## src/rtl/tilemapsr_pkg.sv

```systemverilog
// Shared constants and helpers for the tilemap shift-register array.
package tilemapsr_pkg;

   localparam logic [1:0] SR_HOLD = 2'b00;
   localparam logic [1:0] SR_SHR  = 2'b01;
   localparam logic [1:0] SR_SHL  = 2'b10;
   localparam logic [1:0] SR_LOAD = 2'b11;

   // Width of a per-layer delay select able to encode 0..dmax.
   function automatic int unsigned dsel_w(input int unsigned dmax);
      return $clog2(dmax + 1);
   endfunction

endpackage

```

## src/rtl/tilemapsr_if.sv

```systemverilog
// Control/data bundle between the gfx pipeline and the tilemap SR array.
interface tilemapsr_if
   import tilemapsr_pkg::*;
#(
   parameter int unsigned LAYERS    = 2,
   parameter int unsigned BPP       = 4,
   parameter int unsigned TILE_W    = 8,
   parameter int unsigned DELAY_MAX = 7
);
   localparam int unsigned DW = dsel_w(DELAY_MAX);
   localparam int unsigned GW = TILE_W * BPP;

   logic                     i_EMU_CLK6MPCEN_n;
   logic [GW-1:0]            i_GFXDATA;
   logic [LAYERS-1:0]        i_LATCH_EN;
   logic [2*LAYERS-1:0]      i_MODE;
   logic [LAYERS-1:0]        i_FLIP;
   logic [LAYERS*DW-1:0]     i_DELAY;
   logic [LAYERS-1:0]        i_ERR_CLR;
   logic [LAYERS*BPP-1:0]    o_PIXEL;
   logic [LAYERS-1:0]        o_TRN_n;
   logic [LAYERS-1:0]        o_UNDERRUN;
   logic [LAYERS-1:0]        o_OVERRUN;

   modport master (
      output i_EMU_CLK6MPCEN_n, i_GFXDATA, i_LATCH_EN, i_MODE, i_FLIP, i_DELAY, i_ERR_CLR,
      input  o_PIXEL, o_TRN_n, o_UNDERRUN, o_OVERRUN
   );

   modport slave (
      input  i_EMU_CLK6MPCEN_n, i_GFXDATA, i_LATCH_EN, i_MODE, i_FLIP, i_DELAY, i_ERR_CLR,
      output o_PIXEL, o_TRN_n, o_UNDERRUN, o_OVERRUN
   );

endinterface

```

## src/rtl/tilemapsr_lane.sv

```systemverilog
// One tilemap layer: line latch, pixel shift register, flip tap, delay line, error flags.
module tilemapsr_lane
   import tilemapsr_pkg::*;
#(
   parameter int unsigned BPP       = 4,
   parameter int unsigned TILE_W    = 8,
   parameter int unsigned DELAY_MAX = 7,
   parameter int unsigned DW        = dsel_w(DELAY_MAX)
) (
   input  logic                  clk,
   input  logic                  rst_n,
   input  logic                  cen_n,
   input  logic [TILE_W*BPP-1:0] gfxdata,
   input  logic                  latch_en,
   input  logic [1:0]            mode,
   input  logic                  flip,
   input  logic [DW-1:0]         delay,
   input  logic                  err_clr,
   output logic [BPP-1:0]        pixel,
   output logic                  trn_n,
   output logic                  underrun,
   output logic                  overrun
);
   localparam int unsigned GW = TILE_W * BPP;

   logic [GW-1:0]                     latch_q;
   logic                              valid_q;
   logic [TILE_W-1:0][BPP-1:0]        sr_q;
   logic [TILE_W-1:0][BPP-1:0]        sr_d;
   logic [DELAY_MAX-1:0][BPP-1:0]     dly_q;
   logic [BPP-1:0]                    tap;
   logic [DW-1:0]                     dsel;
   logic                              load;

   assign load = (mode == SR_LOAD);

   // Next shift-register contents; a load reads the latch as it was before this cycle's capture.
   always_comb begin
      sr_d = sr_q;
      case (mode)
         SR_SHR:  sr_d = {sr_q[TILE_W-2:0], BPP'(0)};
         SR_SHL:  sr_d = {BPP'(0), sr_q[TILE_W-1:1]};
         SR_LOAD: begin
            for (int k = 0; k < TILE_W; k++) begin
               sr_d[k] = latch_q[(TILE_W-1-k)*BPP +: BPP];
            end
         end
         default: sr_d = sr_q;
      endcase
   end

   assign tap  = flip ? sr_q[TILE_W-1] : sr_q[0];
   assign dsel = (32'(delay) > DELAY_MAX) ? DW'(DELAY_MAX) : delay;

   // Output tap selection: delay 0 bypasses the delay line entirely.
   always_comb begin
      pixel = tap;
      for (int n = 1; n <= DELAY_MAX; n++) begin
         if (dsel == DW'(n)) pixel = dly_q[n-1];
      end
   end

   assign trn_n = |pixel;

   // Latch, SR, delay line and sticky flags; everything advances only on enabled pixel clocks.
   always_ff @(posedge clk) begin
      if (!rst_n) begin
         latch_q  <= '0;
         valid_q  <= 1'b0;
         sr_q     <= '0;
         dly_q    <= '0;
         underrun <= 1'b0;
         overrun  <= 1'b0;
      end else if (!cen_n) begin
         if (latch_en) latch_q <= gfxdata;
         valid_q  <= latch_en | (valid_q & ~load);
         sr_q     <= sr_d;
         dly_q[0] <= tap;
         for (int n = 1; n < DELAY_MAX; n++) begin
            dly_q[n] <= dly_q[n-1];
         end
         underrun <= (load & ~valid_q) | (underrun & ~err_clr);
         overrun  <= (latch_en & valid_q & ~load) | (overrun & ~err_clr);
      end
   end

endmodule

```

## src/rtl/tilemapsr_multi.sv

```systemverilog
// N-layer tilemap pixel shift-register array; one independent lane per layer.
module tilemapsr_multi
   import tilemapsr_pkg::*;
#(
   parameter int unsigned LAYERS    = 2,
   parameter int unsigned BPP       = 4,
   parameter int unsigned TILE_W    = 8,
   parameter int unsigned DELAY_MAX = 7
) (
   input  logic        i_EMU_MCLK,
   input  logic        i_EMU_RST_n,
   tilemapsr_if.slave  bus
);
   localparam int unsigned DW = dsel_w(DELAY_MAX);

   // Slice the shared bus into per-layer lanes.
   for (genvar l = 0; l < LAYERS; l++) begin : g_lane
      tilemapsr_lane #(
         .BPP       (BPP),
         .TILE_W    (TILE_W),
         .DELAY_MAX (DELAY_MAX),
         .DW        (DW)
      ) u_lane (
         .clk       (i_EMU_MCLK),
         .rst_n     (i_EMU_RST_n),
         .cen_n     (bus.i_EMU_CLK6MPCEN_n),
         .gfxdata   (bus.i_GFXDATA),
         .latch_en  (bus.i_LATCH_EN[l]),
         .mode      (bus.i_MODE[2*l +: 2]),
         .flip      (bus.i_FLIP[l]),
         .delay     (bus.i_DELAY[DW*l +: DW]),
         .err_clr   (bus.i_ERR_CLR[l]),
         .pixel     (bus.o_PIXEL[BPP*l +: BPP]),
         .trn_n     (bus.o_TRN_n[l]),
         .underrun  (bus.o_UNDERRUN[l]),
         .overrun   (bus.o_OVERRUN[l])
      );
   end

endmodule

```

## src/flat_wrapper.sv

```systemverilog
// flat-port wrapper written by rule: the top's interface ports become plain ports
module tilemapsr_multi_flat import tilemapsr_pkg::*;
#(
   parameter int unsigned LAYERS    = 2,
   parameter int unsigned BPP       = 4,
   parameter int unsigned TILE_W    = 8,
   parameter int unsigned DELAY_MAX = 7
)
  (i_EMU_MCLK, i_EMU_RST_n, bus_i_EMU_CLK6MPCEN_n, bus_i_GFXDATA, bus_i_LATCH_EN, bus_i_MODE, bus_i_FLIP, bus_i_DELAY, bus_i_ERR_CLR, bus_o_PIXEL, bus_o_TRN_n, bus_o_UNDERRUN, bus_o_OVERRUN);
  tilemapsr_if #(.LAYERS(LAYERS), .BPP(BPP), .TILE_W(TILE_W), .DELAY_MAX(DELAY_MAX)) bus_i ();
  input  logic i_EMU_MCLK;
  input  logic i_EMU_RST_n;
  input wire logic [$bits(bus_i.i_EMU_CLK6MPCEN_n)-1:0] bus_i_EMU_CLK6MPCEN_n;
  input wire logic [$bits(bus_i.i_GFXDATA)-1:0] bus_i_GFXDATA;
  input wire logic [$bits(bus_i.i_LATCH_EN)-1:0] bus_i_LATCH_EN;
  input wire logic [$bits(bus_i.i_MODE)-1:0] bus_i_MODE;
  input wire logic [$bits(bus_i.i_FLIP)-1:0] bus_i_FLIP;
  input wire logic [$bits(bus_i.i_DELAY)-1:0] bus_i_DELAY;
  input wire logic [$bits(bus_i.i_ERR_CLR)-1:0] bus_i_ERR_CLR;
  output wire logic [$bits(bus_i.o_PIXEL)-1:0] bus_o_PIXEL;
  output wire logic [$bits(bus_i.o_TRN_n)-1:0] bus_o_TRN_n;
  output wire logic [$bits(bus_i.o_UNDERRUN)-1:0] bus_o_UNDERRUN;
  output wire logic [$bits(bus_i.o_OVERRUN)-1:0] bus_o_OVERRUN;
  assign bus_i.i_EMU_CLK6MPCEN_n = bus_i_EMU_CLK6MPCEN_n;
  assign bus_i.i_GFXDATA = bus_i_GFXDATA;
  assign bus_i.i_LATCH_EN = bus_i_LATCH_EN;
  assign bus_i.i_MODE = bus_i_MODE;
  assign bus_i.i_FLIP = bus_i_FLIP;
  assign bus_i.i_DELAY = bus_i_DELAY;
  assign bus_i.i_ERR_CLR = bus_i_ERR_CLR;
  assign bus_o_PIXEL = bus_i.o_PIXEL;
  assign bus_o_TRN_n = bus_i.o_TRN_n;
  assign bus_o_UNDERRUN = bus_i.o_UNDERRUN;
  assign bus_o_OVERRUN = bus_i.o_OVERRUN;
  tilemapsr_multi #(.LAYERS(LAYERS), .BPP(BPP), .TILE_W(TILE_W), .DELAY_MAX(DELAY_MAX)) u_core (.i_EMU_MCLK(i_EMU_MCLK), .i_EMU_RST_n(i_EMU_RST_n), .bus(bus_i));
endmodule
```

## config.mk

```make
export PLATFORM = sky130hd
export DESIGN_NAME = tilemapsr_multi_flat
export DESIGN_NICKNAME = d
export VERILOG_FILES = /design/src/rtl/tilemapsr_pkg.sv /design/src/rtl/tilemapsr_if.sv /design/src/rtl/tilemapsr_lane.sv /design/src/rtl/tilemapsr_multi.sv /design/src/flat_wrapper.sv
export SDC_FILE = /design/constraint.sdc
export NUM_CORES = 1
export LEC_CHECK = 0
export BUFFER_PORTS_ARGS = -buffer_cell sky130_fd_sc_hd__buf_2
export CORE_UTILIZATION = 50
export CTS_BUF_LIST = sky130_fd_sc_hd__clkbuf_4
export DETAILED_ROUTE_END_ITERATION = 7
export MAX_ROUTING_LAYER = met4
export PLACE_DENSITY = 0.79
export SYNTH_ARGS = -nofsm -noshare
export SYNTH_HDL_FRONTEND = slang
export SYNTH_SLANG_ARGS = --single-unit
```

## constraint.sdc

```tcl
create_clock -name i_EMU_MCLK -period 1.63 [get_ports i_EMU_MCLK]
set_input_delay 0.0815 -clock i_EMU_MCLK [delete_from_list [all_inputs] [get_ports i_EMU_MCLK]]
set_output_delay 0.0815 -clock i_EMU_MCLK [all_outputs]
set_load 0.01 [all_outputs]
```

; ---- Word level (Yosys, flattened, before mapping)
; Cells that the tools add are included.
[word_totals]
register_bits = 190
in_bits = 51
out_inout_bits = 14
wordCells = 109
[op_classes]
eq_ne = 20
n_mux = 18
bitwise = 25
n_reduce_logical = 8
[op_table]
columns = operator, n
row1 = case mux 32 bit (3 select lines), 2
row2 = two-way mux 4 bit, 16
row3 = equality test 3 bit (second input constant), 8
row4 = bitwise AND 1 bit, 12
row5 = equality test 3 x 2 -> 1 bit (second input constant), 4
row6 = equality test 2 bit (second input constant), 4
row7 = AND reduction 2 bit, 4
row8 = OR reduction 4 bit, 2
row9 = NOT 1 bit, 7
row10 = equality test 3 x 1 -> 1 bit (second input constant), 2
row11 = bitwise OR 1 bit, 6
row12 = nonzero test 3 bit, 2
row13 = equality test 2 x 1 -> 1 bit (second input constant), 2

; ---- Depth between registers and ports, before layout
; Gate-level depths: netlist of the first run.
[depth]
depth_word = 9
depth_mapped = 8
mapped_depth_nobuf = 5

; ---- Modules after synthesis
; A second synthesis of the first run with hierarchy kept.
[hier_totals]
hier_cells = 952
area_unflattened_um2 = 8963.6
[by_module_without_submodules]
columns = module, instances, cells_each, area_each_um2
row1 = tilemapsr_lane, 2, 476, 4481.8

; ---- Worst setup path before layout of the first run
; No wires, ideal clock.
[synth_path]
path_kind = input port to output port
from = input port bus_i_DELAY[4]
to = output port bus_o_TRN_n[1]
arrival_time_ns = 1.763
setup_slack_ns = -0.215
stages = 6
path_cell_list = buf_2 buf_1 mux4_2 mux2_2 or4_1 buf_4
[synth_via]
elab_chain_len = 9
word_cells_on_any_way = 15
classes_between = 7 x eq/ne / 7 x mux / 1 x reduce/logical
[synth_rtl]
columns = item, line_no
row1 = start: declaration, flat_wrapper.sv:18  ; input wire logic [$bits(bus_i.i_DELAY)-1:0] bus_i_DELAY;
row2 = equality test 3 x 1 -> 1 bit, tilemapsr_lane.sv:59  ; if (dsel == DW'(n)) pixel = dly_q[n-1];
row3 = two-way mux 4 bit (6 in series), tilemapsr_lane.sv:59
row4 = two-way mux 4 bit (*), tilemapsr_lane.sv:59
row5 = net bus_o_PIXEL[4], flat_wrapper.sv:20  ; output wire logic [$bits(bus_i.o_PIXEL)-1:0] bus_o_PIXEL;
row6 = OR reduction 4 bit (*), tilemapsr_lane.sv:63  ; assign trn_n = |pixel;
row7 = end: declaration, flat_wrapper.sv:21  ; output wire logic [$bits(bus_i.o_TRN_n)-1:0] bus_o_TRN_n;
; Mark *: on every way through the listed nets, which the timed path passes. The rest lies on a longest branch.

; ---- Final worst setup path of the first run
[layout_path]
from = register u_core.g_lane[0].u_lane.sr_q[3] in the netlist's numbering
to = output port bus_o_TRN_n[0]
[layout_via]
elab_chain_len = 9
[layout_rtl]
columns = item, line_no
row1 = start: declaration, tilemapsr_lane.sv:28  ; logic [TILE_W-1:0][BPP-1:0] sr_q;
row2 = start signal: assignment, tilemapsr_lane.sv:77  ; sr_q <= sr_d;
row3 = two-way mux 4 bit, tilemapsr_lane.sv:52  ; assign tap = flip ? sr_q[TILE_W-1] : sr_q[0];
row4 = two-way mux 4 bit (7 in series), tilemapsr_lane.sv:59
row5 = OR reduction 4 bit, tilemapsr_lane.sv:63
; No other way between the ends.

==> results.json, run 1 <==
{
  "worstReg2RegStart": "u_core.g_lane[0].u_lane.sr_q[3]",
  "power.ir.vdd_worst_uv": 505,
  "wl_um": 21200,
  "global_route.overflow_total": 0,
  "worst_ep_arrival_time_ns": 2.34,
  "cts_htree_levels": 4,
  "post_drt_via_cell_ratio": 5.68,
  "worst-setup-path-type": "reg -> out",
  "max-slew-margin-rel": 0.777,
  "antenna_found_initial": 1,
  "io_buffers": 64,
  "synth_seq_area_share": 0.421,
  "netlist_instances": 988,
  "worst-endpoint-required_ns": 1.55,
  "ctsRootBufferMaster": "sky130_fd_sc_hd__clkbuf_4",
  "clock_tree.buffer_depth": 2,
  "cp_max_fanout": 2,
  "layout.cells.most_common_list": "169 x sky130_fd_sc_hd__dfxtp_1, 151 x sky130_fd_sc_hd__nand2_1, 108 x sky130_fd_sc_hd__mux2i_1",
  "static-leakage-power_nw": 4.29,
  "initial_utilization": 0.518,
  "drt_drc_violations_left": 0,
  "final-hold-violation-count": 0,
  "post-route-min-period_ns": 2.42,
  "place_hpwl_um": 14000,
  "die_w_um": 137,
  "crit_path_end_kind": "output pin",
  "top_flip_flop_cell_by_instance_count_after_synthesis": "sky130_fd_sc_hd__dfxtp_1",
  "initialDrtViolationCount": 565,
  "grt_pass1_vias": 6982,
  "die_area_sq_um": 18600,
  "boundaryPins": 65,
  "cell_types_with_the_largest_area_share_after_synthesis": "sky130_fd_sc_hd__dfxtp_1 42%, sky130_fd_sc_hd__mux2i_1 12%, sky130_fd_sc_hd__o221a_2 7.0%, sky130_fd_sc_hd__nand2_1 6.3%, sky130_fd_sc_hd__a21boi_0 5.3%",
  "hold_class": "in -> reg",
  "critical_path.cell_chain": "mux2_4 -> mux4_2 -> mux2_4 -> a31oi_1 -> nand4b_1 -> buf_2",
  "design.final.nets": 1120,
  "synth_top_area_cell": "sky130_fd_sc_hd__dfxtp_1",
  "fin_crit_sh": 1.48,
  "worst_path_most_repeated_cell": "sky130_fd_sc_hd__mux2_4",
  "cts_sinks": 190,
  "max_freq_ghz": 0.413,
  "post_detailed_route_count_of_antenna_violating_nets": 0,
  "floorplan.die.height_um": 137,
  "fillerInstances": 1440,
  "fin_worst_skew_ns": 0.0178,
  "netlist-cell-type-count": 42,
  "core_area_sq_um": 17500,
  "cts_inserted_buffers": 17,
  "crit_start": "u_core.g_lane[0].u_lane.sr_q[3]",
  "max_stage_delay_ns": 0.46,
  "rsz0062_at_grt": "true",
  "layout.area.seq_sq_um": 3830,
  "dr_total_vias": 7426,
  "cts_tree": "yes",
  "fin_tns_setup_ns": -3.45,
  "cp-start-kind": "flip-flop",
  "final_replace_weighted_congestion": 0.867,
  "slowest_stage": "sky130_fd_sc_hd__mux4_2",
  "first_pass_iters": 5,
  "postSynth.asyncResetShare": 0,
  "grt_max_degree": 70,
  "avgSynthCellArea_sq_um": 9.15,
  "grt_first_pass_wirelength_um": 34500,
  "worst-slew-pin-transition_ns": 0.334,
  "utilization": 0.610,
  "wire_per_inst_um": 16.2,
  "cellPowerDensity_nw_per_um2": 848,
  "synth.yosys.warnings": 0,
  "setup_viol_count_final": 10,
  "drv_slew": 0,
  "hold_start": "bus_i_LATCH_EN[0]",
  "cap_viol_max_count": 0,
  "grtUsageTotal": 0.241,
  "layout.cells.most_common": "sky130_fd_sc_hd__dfxtp_1",
  "synth_fp_nets": 1039,
  "placementRows": 48,
  "postSynthRegisterBits": 190,
  "violations": "setup timing",
  "synth_edf_count": 0,
  "synth_top_cell_area_share": 0.421,
  "drive_above_1_share": 0.237,
  "multi_input_logic_area_sq_um": 4890,
  "syn2layout_area_growth_pct": 17.9,
  "synth_area_sq_um": 9040,
  "cts.clk_slew.worst_paths_ns": 0.16,
  "clkLatencyLatePin_ns": 0.56,
  "outcome": "finished with violations",
  "setup_slack_ns": -0.790
}
## worst max-delay path: cells and delay by family, from the launching register on
kind | cells | cell delay (ns)
compound gates | 1 | 0.15
flops | 1 | 0.34
simple gates | 1 | 0.12
mux | 3 | 1.01
buf+inv | 1 | 0.15
## metal layers
| metal | part of all wire | global-route usage | vias to the layer above |
|---|---|---|---|
| li1 | - | - | 3675 |
| met1 | 0.46 | 0.307 | 3530 |
| met2 | 0.48 | 0.382 | 178 |
| met3 | 0.038 | 0.0415 | 43 |
| met4 | 0.026 | 0.0864 | 0 |
| met5 | 0 | - | - |
## path summary, 6_finish.rpt
check / to / slack, ns / cells past startpoint
worst max-delay path: bus_o_TRN_n[0] / -0.79 / 6
worst min-delay path: u_core.g_lane[0].u_lane.latch_q[30] / 0.04 / 5
worst min register to register: u_core.g_lane[0].u_lane.latch_q[15] / 0.47 / 2
worst max register to register: u_core.g_lane[0].u_lane.dly_q[3] / 0.17 / 3
## Yosys cell counts (14+ instances only)
cell                       number
sky130_fd_sc_hd__dfxtp_1      190
sky130_fd_sc_hd__nand2_1      152
sky130_fd_sc_hd__mux2i_1      110
sky130_fd_sc_hd__clkbuf_1      77
sky130_fd_sc_hd__a21oi_1       70
sky130_fd_sc_hd__a21boi_0      64
sky130_fd_sc_hd__nor2b_1       58
sky130_fd_sc_hd__o221a_2       56
sky130_fd_sc_hd__nor3b_1       49
sky130_fd_sc_hd__nand2b_1      22
sky130_fd_sc_hd__nor2_1        20
sky130_fd_sc_hd__o21ai_0       14
## cell type report
cell class / instances / share of cell area
timing repair buffer: 161 / 0.125
multi-input combinational: 688 / 0.458
sequential: 190 / 0.359
clock inverter: 13 / 0.0137
inverter: 11 / 0.00387
antenna: 1 / 0.000235
tap: 225 / 0.0264
clock buffer: 19 / 0.0134
## stage by stage
step / hold WS, ns / setup slack, ns / instance area [sq um] / power (W) / std cells
global placement: 0.354 / -0.169 / 9810 / 0.00636 / 1228
floorplan: 0.226 / -0.137 / 9060 / 0.00596 / 988
finish: 0.0411 / -0.790 / 10700 / 0.00904 / 1308
global route: 0.0392 / -0.898 / 10700 / 0.00944 / 1308
detailed placement: 0.359 / -0.198 / 9810 / 0.00639 / 1228
CTS: 0.00614 / -0.797 / 10600 / 0.00909 / 1306
## cells by family (layout without fill, tap and decap cells)
kind of cell / Yosys count / count (layout) / share of synthesized area
flip-flops: 190 / 190 / 0.421
other: 0 / 1 / 0
AND/OR/NAND/NOR: 325 / 325 / 0.185
multiplexers: 122 / 122 / 0.143
buffers and inverters: 110 / 204 / 0.0498
AO/OA/AOI/OAI: 241 / 241 / 0.202
## where the power goes
part / switching [W] / internal [W] / total [W]
sequential: 0.000157 / 0.00486 / 0.00502
combinational: 0.000701 / 0.000704 / 0.00140
clock: 0.00155 / 0.00108 / 0.00262
## repair_timing
action | in CTS | in global routing
pin swaps | 9 | 3
hold endpoints to repair | 94 | 0
setup endpoints to repair | 10 | 10
gates resized for setup | 31 | 12
hold buffers | 38 | 0
setup buffers | 8 | 1
## registers in the layout (all words and copies together), names as in the netlist
signal and flops:
u_core.g_lane.u_lane.underrun 2, u_core.g_lane.u_lane.overrun 2, u_core.g_lane.u_lane.valid_q 2, u_core.g_lane.u_lane.dly_q 56, u_core.g_lane.u_lane.sr_q 64, u_core.g_lane.u_lane.latch_q 64
Power figures use the tool's default switching activity.
==> run 2: changes to the inputs <==
- CTS_BUF_LIST: sky130_fd_sc_hd__clkbuf_4 -> sky130_fd_sc_hd__clkbuf_2
- PLACE_DENSITY: 0.79 -> 0.71
==> results.json, run 2 (synthesized netlist as in run 1, its figures left out) <==
{
  "cts_inserted_buffers": 17,
  "wire_per_inst_um": 16.8,
  "hold_ws_ns": 0.125,
  "global_route.overflow_total": 0,
  "worst_ep_arrival_time_ns": 2.51,
  "ctsRootBufferMaster": "sky130_fd_sc_hd__clkbuf_2",
  "clkLatencyLatePin_ns": 0.76,
  "cts_htree_levels": 4,
  "finalPower_w": 0.00895,
  "boundaryPins": 65,
  "layout.cells.most_common_list": "166 x sky130_fd_sc_hd__dfxtp_1, 151 x sky130_fd_sc_hd__nand2_1, 108 x sky130_fd_sc_hd__mux2i_1",
  "cap_viol_max_count": 0,
  "post_drt_via_cell_ratio": 5.58,
  "wl_um": 23200,
  "initial_utilization": 0.518,
  "power.ir.vdd_worst_uv": 445,
  "first_pass_iters": 4,
  "cts_tree": "yes",
  "clock_tree.buffer_depth": 2,
  "die_area_sq_um": 18600,
  "grt_pass1_vias": 7392,
  "rsz0062_at_grt": "true",
  "max-slew-margin-rel": 0.394,
  "final-instance-count-excl-fill": 1376,
  "placementRows": 48,
  "setup_slack_ns": -0.962,
  "layout.cells.most_common": "sky130_fd_sc_hd__dfxtp_1",
  "grt_first_pass_wirelength_um": 37100,
  "syn2layout_area_growth_pct": 24.7,
  "crit_path_end_kind": "output pin",
  "post-route-min-period_ns": 2.59,
  "setup_viol_count_final": 19,
  "core_area_sq_um": 17500,
  "drt_drc_violations_left": 0,
  "max_freq_ghz": 0.386,
  "antenna_found_initial": 2,
  "final_replace_weighted_congestion": 0.809,
  "worst-endpoint-required_ns": 1.55,
  "largestRegisters": "u_core.g_lane.u_lane.latch_q x64, u_core.g_lane.u_lane.sr_q x64, u_core.g_lane.u_lane.dly_q x56",
  "drv_slew": 0,
  "outcome": "finished with violations",
  "cellPowerDensity_nw_per_um2": 794,
  "dp_cells": 1234,
  "grtUsageTotal": 0.260,
  "design.final.nets": 1187,
  "die_w_um": 137,
  "cts.clk_slew.worst_paths_ns": 0.26,
  "violations": "setup timing",
  "hold_class": "in -> reg",
  "post_detailed_route_count_of_antenna_violating_nets": 0,
  "io_buffers": 64,
  "cp_max_fanout": 2,
  "cts_sinks": 190,
  "fillerInstances": 1444,
  "utilization": 0.645,
  "fin_worst_skew_ns": 0.0337,
  "cp-start-kind": "flip-flop",
  "dr_total_vias": 7683,
  "grt_max_degree": 58,
  "static-leakage-power_nw": 4.63,
  "floorplan.die.height_um": 137,
  "worst-setup-path-type": "reg -> out",
  "fin_crit_sh": 1.59,
  "final-hold-violation-count": 0,
  "drive_above_1_share": 0.249,
  "initialDrtViolationCount": 488,
  "place_hpwl_um": 14400,
  "worst-slew-pin-transition_ns": 0.906
}
==> run 2: metal layers <==
metal | global-route usage | routed length [um]
met5 | - | 0
met4 | 0.109 | 721
met3 | 0.0478 | 650
met2 | 0.408 | 11200
met1 | 0.330 | 10600
==> run 2: worst paths after layout <==
kind                                      startpoint  slack (ns)  depth (start not counted)                             endpoint
setup / recovery     u_core.g_lane[0].u_lane.sr_q[3]       -0.96                          6                       bus_o_TRN_n[0]
hold / removal                     bus_i_GFXDATA[31]        0.12                          4  u_core.g_lane[1].u_lane.latch_q[31]
setup reg to reg    u_core.g_lane[0].u_lane.sr_q[28]        0.13                          3     u_core.g_lane[0].u_lane.dly_q[0]
hold reg to reg   u_core.g_lane[0].u_lane.latch_q[7]        0.48                          2   u_core.g_lane[0].u_lane.latch_q[7]
==> run 2: power breakdown <==
part / internal [W] / total (W) / switching [W]
Combinational: 0.000803 / 0.00154 / 0.000739
Sequential: 0.00487 / 0.00503 / 0.000158
Clock: 0.000723 / 0.00237 / 0.00165
==> run 2: area by class of cell <==
cell class	count	area, sq um	area share
well taps	225	282	0.0250
clock buffers	19	95.1	0.00843
multi-input cells	688	4900	0.435
diodes	2	5.00	0.000444
repair buffers	228	1970	0.175
clock inverters	13	140	0.0124
flip-flops and latches	190	3840	0.340
inverters	11	41.3	0.00366
==> run 2: stage by stage <==
step | setup WS (ns) | instance area, sq um | setup TNS [ns]
final | -0.962 | 11300 | -6.47
after global routing | -1.11 | 11300 | -7.56
after CTS | -1.02 | 11100 | -10.30
after detailed placement | -0.171 | 9840 | -0.327
after global placement | -0.165 | 9840 | -0.282
after floorplan | -0.137 | 9060 | -0.243
==> run 2: repair_timing <==
action / CTS / global route
endpoints found under the hold margin: 190 / 44
pin swaps: 11 / 5
setup endpoints to repair: 10 / 27
resized for setup: 35 / 29
setup buffers: 13 / 8
cloned: 0 / 3
hold buffers: 88 / 2
==> run 2: critical path, cell delays in order, from the launching register on <==
cell and delay [ns]:
sky130_fd_sc_hd__dfxtp_2 0.37, sky130_fd_sc_hd__mux2_4 0.27, sky130_fd_sc_hd__mux4_2 0.46, sky130_fd_sc_hd__mux2_4 0.29, sky130_fd_sc_hd__a31oi_1 0.15, sky130_fd_sc_hd__nand4b_1 0.10
sky130_fd_sc_hd__buf_2 0.15
==> run 3: changes to the inputs <==
- BUFFER_PORTS_ARGS: -buffer_cell sky130_fd_sc_hd__buf_2 -> -buffer_cell sky130_fd_sc_hd__buf_4
==> results.json, run 3 (synthesized netlist as in run 1, its figures left out) <==
{
  "outcome": "finished with violations",
  "violations": "setup timing",
  "rr_worst_depth": 3,
  "grt_pass1_vias": 7412,
  "cp_max_fanout": 2,
  "setup_viol_count_final": 22,
  "fin_worst_skew_ns": 0.0392,
  "design.final.nets": 1207,
  "layout.cells.most_common_list": "168 x sky130_fd_sc_hd__dfxtp_1, 151 x sky130_fd_sc_hd__nand2_1, 123 x sky130_fd_sc_hd__buf_4",
  "first_pass_iters": 4,
  "worst-slew-pin-transition_ns": 0.523,
  "drt_drc_violations_left": 0,
  "grt_max_degree": 60,
  "worst-endpoint-required_ns": 1.55,
  "crit_start": "u_core.g_lane[1].u_lane.sr_q[28]",
  "worst_ep_arrival_time_ns": 2.53,
  "worst_setup_path_endpoint": "bus_o_TRN_n[1]",
  "critical_path.n_buffers_inverters": 1,
  "rsz0062_at_grt": "true",
  "gr-usage-met3": 0.0441,
  "fillerInstances": 1345,
  "wl_um": 23900,
  "place_ws_ns": -0.189,
  "floorplan.die.height_um": 137,
  "crit-reg2reg-capture": "u_core.g_lane[0].u_lane.dly_q[0]",
  "dr_total_vias": 7798,
  "post-route-min-period_ns": 2.61,
  "placementRows": 48,
  "antenna_found_initial": 1,
  "drv_slew": 0,
  "io_buffers": 64,
  "clock_tree.buffer_depth": 2,
  "boundaryPins": 65,
  "global_route.peak_usage_layer": "met2",
  "final_replace_weighted_congestion": 0.835,
  "wire_per_inst_um": 17.2,
  "cts_sinks": 190,
  "largestRegisters": "u_core.g_lane.u_lane.latch_q x64, u_core.g_lane.u_lane.sr_q x64, u_core.g_lane.u_lane.dly_q x56",
  "power.ir.vdd_worst_uv": 593,
  "slowest_stage": "sky130_fd_sc_hd__mux4_2",
  "core_area_sq_um": 17500,
  "setup_slack_ns": -0.983,
  "static-leakage-power_nw": 4.79,
  "cts.clk_slew.worst_paths_ns": 0.27,
  "fin_crit_sh": 1.60,
  "cap_viol_max_count": 0,
  "critical_path_depth": 6,
  "grt_first_pass_wirelength_um": 36900,
  "max_stage_delay_ns": 0.45,
  "post_drt_via_cell_ratio": 5.59,
  "cts_tree": "yes",
  "drive_above_1_share": 0.244,
  "crit_path_end_kind": "output pin",
  "max-slew-margin-rel": 0.650,
  "max_freq_ghz": 0.383,
  "grtUsageTotal": 0.260,
  "cp-start-kind": "flip-flop",
  "global_route.overflow_total": 0,
  "syn2layout_area_growth_pct": 29.1,
  "place_hpwl_um": 14300,
  "die_w_um": 137,
  "cellPowerDensity_nw_per_um2": 792,
  "cts_htree_levels": 4,
  "initialDrtViolationCount": 570,
  "worst-setup-path-type": "reg -> out",
  "initial_utilization": 0.518,
  "final-hold-violation-count": 0,
  "ctsRootBufferMaster": "sky130_fd_sc_hd__clkbuf_2",
  "fin_tns_setup_ns": -6.23,
  "clkLatencyLatePin_ns": 0.77,
  "cp_top_family": "multiplexers",
  "globalRouteMet2Util": 0.421,
  "global_route.usage.met1": 0.329,
  "cts_inserted_buffers": 17,
  "die_area_sq_um": 18600,
  "worst-r2r-setup-slack_ns": 0.09,
  "critical_path.cell_chain": "nand2_2 -> o21ai_2 -> mux4_2 -> mux2_4 -> or4_4 -> buf_6",
  "post_detailed_route_count_of_antenna_violating_nets": 0,
  "hold_class": "in -> reg",
  "worstReg2RegStart": "u_core.g_lane[0].u_lane.sr_q[28]",
  "layout.cells.most_common": "sky130_fd_sc_hd__dfxtp_1"
}
## run 3: cell count changes in the layout (fill, tap and decap cells not counted), sizes merged
cell          delta
bufinv           +1
diode            -1
dlygate4sd3     +16
dlymetal6s4s     +2
inv              +1
## run 3: tightest hold or removal path, stage by stage
cell and delay (ns):
sky130_fd_sc_hd__buf_4 0.12, sky130_fd_sc_hd__clkbuf_2 0.32, sky130_fd_sc_hd__o221a_2 0.33
## run 3: layer usage
metal	wire, um	vias up
met5	0	-
met4	558	0
met2	11800	141
li1	-	3841
met1	10800	3767
met3	768	49
## run 3: report_power, final
| part | internal (W) | switching [W] | total (W) |
|---|---|---|---|
| clock | 0.000878 | 0.00171 | 0.00258 |
| sequential | 0.00487 | 0.000162 | 0.00504 |
| combinational | 0.000876 | 0.000752 | 0.00163 |
| total | 0.00663 | 0.00262 | 0.00925 |
## run 3: final cells by class
type | instances | area (sq um) | area share
clock inverters | 15 | 184 | 0.0157
clock buffers | 17 | 85.1 | 0.00729
flip-flops and latches | 190 | 3830 | 0.328
inverters | 11 | 41.3 | 0.00354
diodes | 1 | 2.50 | 0.000214
repair buffers | 248 | 2360 | 0.202
well taps | 225 | 282 | 0.0241
multi-input cells | 688 | 4890 | 0.418
## run 3: worst min-delay path by stage
stage	endpoint	slack, ns	depth (start not counted)	startpoint
after floorplan	u_core.g_lane[0].u_lane.latch_q[27]	0.23	2	bus_i_GFXDATA[27]
after global placement	u_core.g_lane[0].u_lane.latch_q[13]	0.35	3	bus_i_GFXDATA[13]
after detailed placement	u_core.g_lane[0].u_lane.latch_q[13]	0.37	3	bus_i_GFXDATA[13]
after CTS	u_core.g_lane[0].u_lane.latch_q[11]	0.08	4	bus_i_GFXDATA[11]
after global routing	u_core.g_lane[0].u_lane.sr_q[11]	0.008	3	bus_i_EMU_CLK6MPCEN_n
final	u_core.g_lane[0].u_lane.sr_q[11]	0.09	3	bus_i_EMU_CLK6MPCEN_n
## run 3: what timing repair did
action,CTS,global route
resized for setup,39,21
cloned,0,4
endpoints found under the setup margin,10,38
pin swaps,11,3
hold endpoints to repair,190,1
setup buffers,12,10
hold buffers,102,1
## run 3: through the flow
step           cell area, sq um  cells  utilization  hold slack (ns)  power [W]
2_1_floorplan              9060    988            -            0.226    0.00596
3_3_place_gp               9980   1234        0.571            0.354    0.00642
3_5_place_dp               9980   1234        0.571            0.365    0.00644
4_1_cts                   11400   1380        0.655           0.0781    0.00918
5_1_grt                   11700   1395        0.668          0.00789    0.00965
6_report                  11700   1395        0.668           0.0889    0.00925
